`src/rtl/tnoc_link_pipeline.sv`:
```
// -----------------------------------------------------------------------------
// tnoc_link_pipeline
//   Inter-router link retiming. It inserts STAGES register slices in series on
//   one direction of a link. Each virtual channel has its own chain, so a
//   stalled VC never blocks another VC. Every slice is a 2-entry skid buffer:
//   ready toward the upstream side comes straight from a flop, and valid toward
//   the downstream side is derived only from slice state. As a result there is
//   no combinational path from i_ready to o_ready or from i_valid to o_valid.
//   With STAGES=0 the link is plain wires.
//
// Ports
//   clk, rst        rising-edge clock; synchronous active-high reset
//   i_valid/o_ready upstream handshake, one bit per VC
//   i_flit          upstream flits, VC c at [c*FLIT_WIDTH +: FLIT_WIDTH]
//   o_valid/i_ready downstream handshake, one bit per VC
//   o_flit          downstream flits, same packing
//   o_flit_count    per-VC count of output transfers (saturating)
//   o_stall_count   per-VC count of cycles with o_valid & !i_ready (saturating)
//
// Build option
//   TNOC_LINK_PIPELINE_STAT_EN: when defined, the two counters are present.
//   When undefined, both count ports are tied to zero. The data path is the
//   same either way.
// -----------------------------------------------------------------------------
module tnoc_link_pipeline #(
  parameter int CHANNELS   = 2,
  parameter int FLIT_WIDTH = 64,
  parameter int STAGES     = 2,
  parameter int CNT_WIDTH  = 16
) (
  input  logic                           clk,
  input  logic                           rst,
  input  logic [CHANNELS-1:0]            i_valid,
  output logic [CHANNELS-1:0]            o_ready,
  input  logic [CHANNELS*FLIT_WIDTH-1:0] i_flit,
  output logic [CHANNELS-1:0]            o_valid,
  input  logic [CHANNELS-1:0]            i_ready,
  output logic [CHANNELS*FLIT_WIDTH-1:0] o_flit,
  output logic [CHANNELS*CNT_WIDTH-1:0]  o_flit_count,
  output logic [CHANNELS*CNT_WIDTH-1:0]  o_stall_count
);

  typedef enum logic [1:0] {
    EMPTY = 2'd0,
    ONE   = 2'd1,
    FULL  = 2'd2
  } slot_state_e;

  genvar c, s;
  generate
    for (c = 0; c < CHANNELS; c++) begin : g_vc
      if (STAGES == 0) begin : g_wire
        assign o_valid[c]                          = i_valid[c];
        assign o_ready[c]                          = i_ready[c];
        assign o_flit[c*FLIT_WIDTH +: FLIT_WIDTH]  = i_flit[c*FLIT_WIDTH +: FLIT_WIDTH];
      end else begin : g_pipe
        // Chain node k sits between slice k-1 and slice k. Node 0 is the
        // upstream port and node STAGES is the downstream port.
        logic [STAGES:0]       vld;
        logic [STAGES:0]       rdy;
        logic [FLIT_WIDTH-1:0] flit [STAGES+1];

        assign vld[0]      = i_valid[c];
        assign flit[0]     = i_flit[c*FLIT_WIDTH +: FLIT_WIDTH];
        assign o_ready[c]  = rdy[0];
        assign o_valid[c]  = vld[STAGES];
        assign rdy[STAGES] = i_ready[c];
        assign o_flit[c*FLIT_WIDTH +: FLIT_WIDTH] = flit[STAGES];

        for (s = 0; s < STAGES; s++) begin : g_slice
          slot_state_e           state_q, state_d;
          logic                  rdy_q, rdy_d;
          logic [FLIT_WIDTH-1:0] head_q, head_d;
          logic [FLIT_WIDTH-1:0] tail_q, tail_d;
          logic                  push, pop;

          assign push = vld[s] & rdy_q;
          assign pop  = (state_q != EMPTY) & rdy[s+1];

          always_comb begin
            state_d = state_q;
            head_d  = head_q;
            tail_d  = tail_q;
            unique case (state_q)
              EMPTY: begin
                if (push) begin
                  state_d = ONE;
                  head_d  = flit[s];
                end
              end
              ONE: begin
                // On push & pop the occupancy stays at one and the incoming
                // flit becomes the new head.
                if (push && pop) begin
                  head_d = flit[s];
                end else if (push) begin
                  state_d = FULL;
                  tail_d  = flit[s];
                end else if (pop) begin
                  state_d = EMPTY;
                end
              end
              FULL: begin
                if (pop) begin
                  state_d = ONE;
                  head_d  = tail_q;
                end
              end
              default: state_d = EMPTY;
            endcase
            // Ready is registered from the next state. This breaks the
            // combinational ready path and still allows a push in the cycle
            // right after a FULL slice drains.
            rdy_d = (state_d != FULL);
          end

          // Slice boundary: flit registers carry no reset; only control resets.
          always_ff @(posedge clk) begin
            head_q <= head_d;
            tail_q <= tail_d;
            if (rst) begin
              state_q <= EMPTY;
              rdy_q   <= 1'b0;
            end else begin
              state_q <= state_d;
              rdy_q   <= rdy_d;
            end
          end

          assign vld[s+1]  = (state_q != EMPTY);
          assign rdy[s]    = rdy_q;
          assign flit[s+1] = head_q;
        end
      end
    end
  endgenerate

`ifdef TNOC_LINK_PIPELINE_STAT_EN
  genvar cs;
  generate
    for (cs = 0; cs < CHANNELS; cs++) begin : g_stat
      logic [CNT_WIDTH-1:0] flit_cnt_q, flit_cnt_d;
      logic [CNT_WIDTH-1:0] stall_cnt_q, stall_cnt_d;

      always_comb begin
        flit_cnt_d  = flit_cnt_q;
        stall_cnt_d = stall_cnt_q;
        if (o_valid[cs] && i_ready[cs] && (flit_cnt_q != '1)) begin
          flit_cnt_d = flit_cnt_q + 1'b1;
        end
        if (o_valid[cs] && !i_ready[cs] && (stall_cnt_q != '1)) begin
          stall_cnt_d = stall_cnt_q + 1'b1;
        end
      end

      always_ff @(posedge clk) begin
        if (rst) begin
          flit_cnt_q  <= '0;
          stall_cnt_q <= '0;
        end else begin
          flit_cnt_q  <= flit_cnt_d;
          stall_cnt_q <= stall_cnt_d;
        end
      end

      assign o_flit_count[cs*CNT_WIDTH +: CNT_WIDTH]  = flit_cnt_q;
      assign o_stall_count[cs*CNT_WIDTH +: CNT_WIDTH] = stall_cnt_q;
    end
  endgenerate
`else
  assign o_flit_count  = '0;
  assign o_stall_count = '0;
`endif

endmodule

```
`config.mk`:
```
export PLATFORM = sky130hd
export DESIGN_NAME = tnoc_link_pipeline
export DESIGN_NICKNAME = d
export VERILOG_FILES = /design/src/rtl/tnoc_link_pipeline.sv
export SDC_FILE = /design/constraint.sdc
export NUM_CORES = 1
export LEC_CHECK = 0
export CORE_AREA = 4 4 206 208
export CTS_BUF_LIST = sky130_fd_sc_hd__clkbuf_8
export CTS_CLUSTER_DIAMETER = 60
export DETAILED_ROUTE_END_ITERATION = 8
export DIE_AREA = 0 0 210 212
export MAX_ROUTING_LAYER = met4
export PLACE_DENSITY = 0.75
export SLEW_MARGIN = 20
export SYNTH_ARGS = -nofsm -noshare
export SYNTH_HDL_FRONTEND = slang
export SYNTH_SLANG_ARGS = --single-unit
```
`constraint.sdc`:
```
create_clock -name clk -period 7.4 [get_ports clk]
set_input_delay 1.48 -clock clk [delete_from_list [all_inputs] [get_ports clk]]
set_output_delay 1.48 -clock clk [all_outputs]
set_load 0.01 [all_outputs]
```
==> key figures <==
Timing
  • Max Transition Viols Final: 0
  • Total negative setup slack: 0 ps
  • Worst slew pin tran: approximately 1100 ps
  • Final setup viols: 0
  • RSZ-0062 raised after global routing: no
  • Slew margin rel.: between 20% and 30%
  • Final count of hold timing violations: 0
  • Final worst path period share: between 40% and 50%
  • Fmax: around 0.29 GHz
  • Worst hold margin: 439 ps
  • Clock skew: 23.2 ps
  • Tmin final: between 3000 and 4000 ps

Critical path
  • Crit path kind: input pin to flip-flop
  • CP Launch Type: input pin
  • Crit-path slowest cell: o21ai_4
  • CP required: 7640 ps
  • Crit Path Max Fanout: 36
  • Worst path cell trace: clkdlybuf4s50_1, and3b_1, a21oi_1, o21ai_4, buf_4
  • CP bufs+invs: 2
  • WP data arrival: about 3600 ps
  • Critical Path Sink Type: flip-flop
  • Largest stage delay on the critical path: about 750 ps
  • Top Family by Delay on Critical Path: buffers and inverters

Logic synthesis
  • Cell taking the most area after synthesis: edfxtp_1
  • Seq cells post-synth: around 520
  • Cells after Synth: 940
  • Synth top area share: roughly three quarters
  • Number of flops mapped to enable cells by yosys: roughly 510
  • Sequential area share after synthesis: between 70 and 80%
  • Mapped cell area: approximately 20000 um2
  • Top post-synthesis cells by area: edfxtp_1 (77%), mux2_4 (6.7%), mux2_2 (5.8%), mux2_1 (3.5%), buf_4 (2.6%)
  • Dominant synthesized flop cell: edfxtp_1
  • Async S/R FF share, synth: 0%
  • Yosys warnings: 0
  • Mapped Avg Cell Area: between 20 and 25 um2
  • Synth cell types: 36

Floorplanning
  • Starting Density: 49.6%
  • Core area: just over 40000 um2
  • Horiz. Die Dim: 210 um
  • Rows: 74
  • DIE AREA: between 40000 and 50000 um2
  • I/O pin count: 330
  • Die Height: around 210 um

Power and ir drop
  • Power Dens Cells: 242 nW/um2
  • Sequential Power Share: 58.3%
  • Combinational share of power: around 6.0%
  • Psw: ~1.2 mW
  • Clock network fraction of total power: 35.7%
  • Pint: ~4.6 mW
  • Final Power: 5.89 mW
  • Peak VDD IR: ~0.00014 V
  • Sw frac: between 20% and 30%
  • Leakage Power: approximately 8.4 nW

Clock tree
  • Clk sinks: between 500 and 600
  • Clock Path Buffers: 3
  • Clk root buf: clkbuf_8
  • Clk pin slew, worst setup/hold paths: ~60 ps
  • Post-CTS Setup Bufs: 0
  • Post-CTS Hold Fix Bufs: 0
  • CTS tree: done
  • Worst-Skew Late Latency: 620 ps
  • Post-CTS resize count: 0
  • Cts bufs inserted: 82
  • Htree depth: 3

Final layout
  • P&R area growth vs syn: 21.3%
  • Nets: approximately 1400
  • Leading cell type in the layout, fill and taps excluded: edfxtp_1
  • Layout Cells excl Fill: approximately 1900
  • Most frequent cells in the layout: edfxtp_1 (512), clkdlybuf4s50_1 (265), mux2_2 (104), mux2_4 (90), clkbuf_8 (84)
  • Fillers: slightly below 3000
  • Share of layout cells above drive strength 1: 23.9%

GRT
  • Initial antenna violation count: 1
  • Vias in the first global route: ~9600
  • Overall global routing resource usage: roughly 16%
  • Grt ovf: 0
  • First-pass GRT wire length: between 50 and 60 mm
  • Pin count of the biggest net entering global routing: 67

Worst hold path
  • HP Class: flip-flop to flip-flop

Place
  • Number of port buffers: roughly 270
  • HPWL Detailed: 22.8 mm
  • GP Congestion: between 0.7 and 0.8
  • Placed Instances: approximately 1700

Detailed routing
  • Post-route DRC: 0
  • Initial drt markers: approximately 420
  • DR vias: ~9100
  • Drt pass-1 iters: 6
  • DR WL/cell: 19.4 um
  • Total Wirelength: between 30 and 40 mm
  • Routed Antenna Nets: 0
  • Via density: 4.91

Status
  • Outcome: finished clean

Run
  • Max-cap violations: 0
-- logic make-up after synthesis --
logic type / Yosys count / synth area share [%]
simple gates: 40 / 1.28
flops: 524 / 77.7
compound gates: 20 / 0.685
buf+inv: 97 / 4.19
other cells: 1 / 0.0187
mux: 258 / 16.1
-- cells in the mapped netlist, types with 3 or more instances --
| master | count |
|---|---|
| a211oi_1 | 3 |
| a21oi_1 | 3 |
| buf_12 | 6 |
| buf_2 | 4 |
| buf_4 | 70 |
| buf_6 | 12 |
| dfxtp_1 | 12 |
| edfxtp_1 | 512 |
| mux2_1 | 62 |
| mux2_2 | 104 |
| mux2_4 | 90 |
| nand2_1 | 7 |
| nand2b_1 | 4 |
| nor2_1 | 3 |
| nor2b_1 | 3 |
| nor3_1 | 5 |
| o21ai_0 | 4 |
| or2_2 | 4 |
-- flip-flops by register name, summed over array words and instances (netlist names) --
| name | count |
|---|---|
| g_vc.g_pipe.g_slice.head_q | 256 |
| g_vc.g_pipe.g_slice.tail_q | 256 |
| g_vc.g_pipe.g_slice.state_q | 8 |
| g_vc.g_pipe.g_slice.rdy_q | 4 |
-- through the flow --
stage / worst slack (ps) / util [%] / area [um2]
after floorplan: 571 / - / 20300
after global placement: 3330 / 56.6 / 22900
after detailed placement: 3230 / 56.6 / 22900
after CTS: 3920 / 60.0 / 24300
after global routing: 3860 / 60.1 / 24400
final: 4000 / 60.1 / 24400
-- worst paths after layout --
path / from / to / slack, ps / cells after the start
setup / recovery: i_valid[1] / g_vc[1].g_pipe.g_slice[0].head_q[27] / 4000 / 5
hold / removal: g_vc[1].g_pipe.g_slice[0].head_q[6] / g_vc[1].g_pipe.g_slice[1].tail_q[6] / 440 / 0
setup reg to reg: g_vc[1].g_pipe.g_slice[0].state_q[1] / g_vc[1].g_pipe.g_slice[0].head_q[27] / 4900 / 4
hold reg to reg: g_vc[1].g_pipe.g_slice[0].head_q[6] / g_vc[1].g_pipe.g_slice[1].tail_q[6] / 440 / 0
-- power groups by stage --
stage                     Combinational (mW)  Clock, mW  Sequential (mW)
after floorplan                        0.185          0             3.51
after global placement                 0.351          0             3.49
after detailed placement               0.360          0             3.50
after CTS                              0.362       2.18             3.43
after global routing                   0.382       2.34             3.44
final                                  0.355       2.10             3.43
-- routing by layer --
layer  routed length [um]  GRT usage, %  up-vias
li1                     -             -     4212
met1                14700          20.0     4594
met2                18700          27.0      255
met3                 1790          3.57       49
met4                  788          6.08        0
met5                    0             -        -
-- layout make-up --
| class | count | area (um2) | share of cell area [%] |
|---|---|---|---|
| Sequential cell | 524 | 15600 | 64.1 |
| Multi-Input combinational cell | 382 | 3940 | 16.2 |
| Timing Repair Buffer | 275 | 2740 | 11.2 |
| Clock buffer | 84 | 1160 | 4.74 |
| Tap cell | 532 | 666 | 2.73 |
| Clock inverter | 56 | 241 | 0.991 |
| Inverter | 2 | 7.51 | 0.0308 |
| Antenna cell | 1 | 2.50 | 0.0103 |
(Power assumes the default switching activity.)
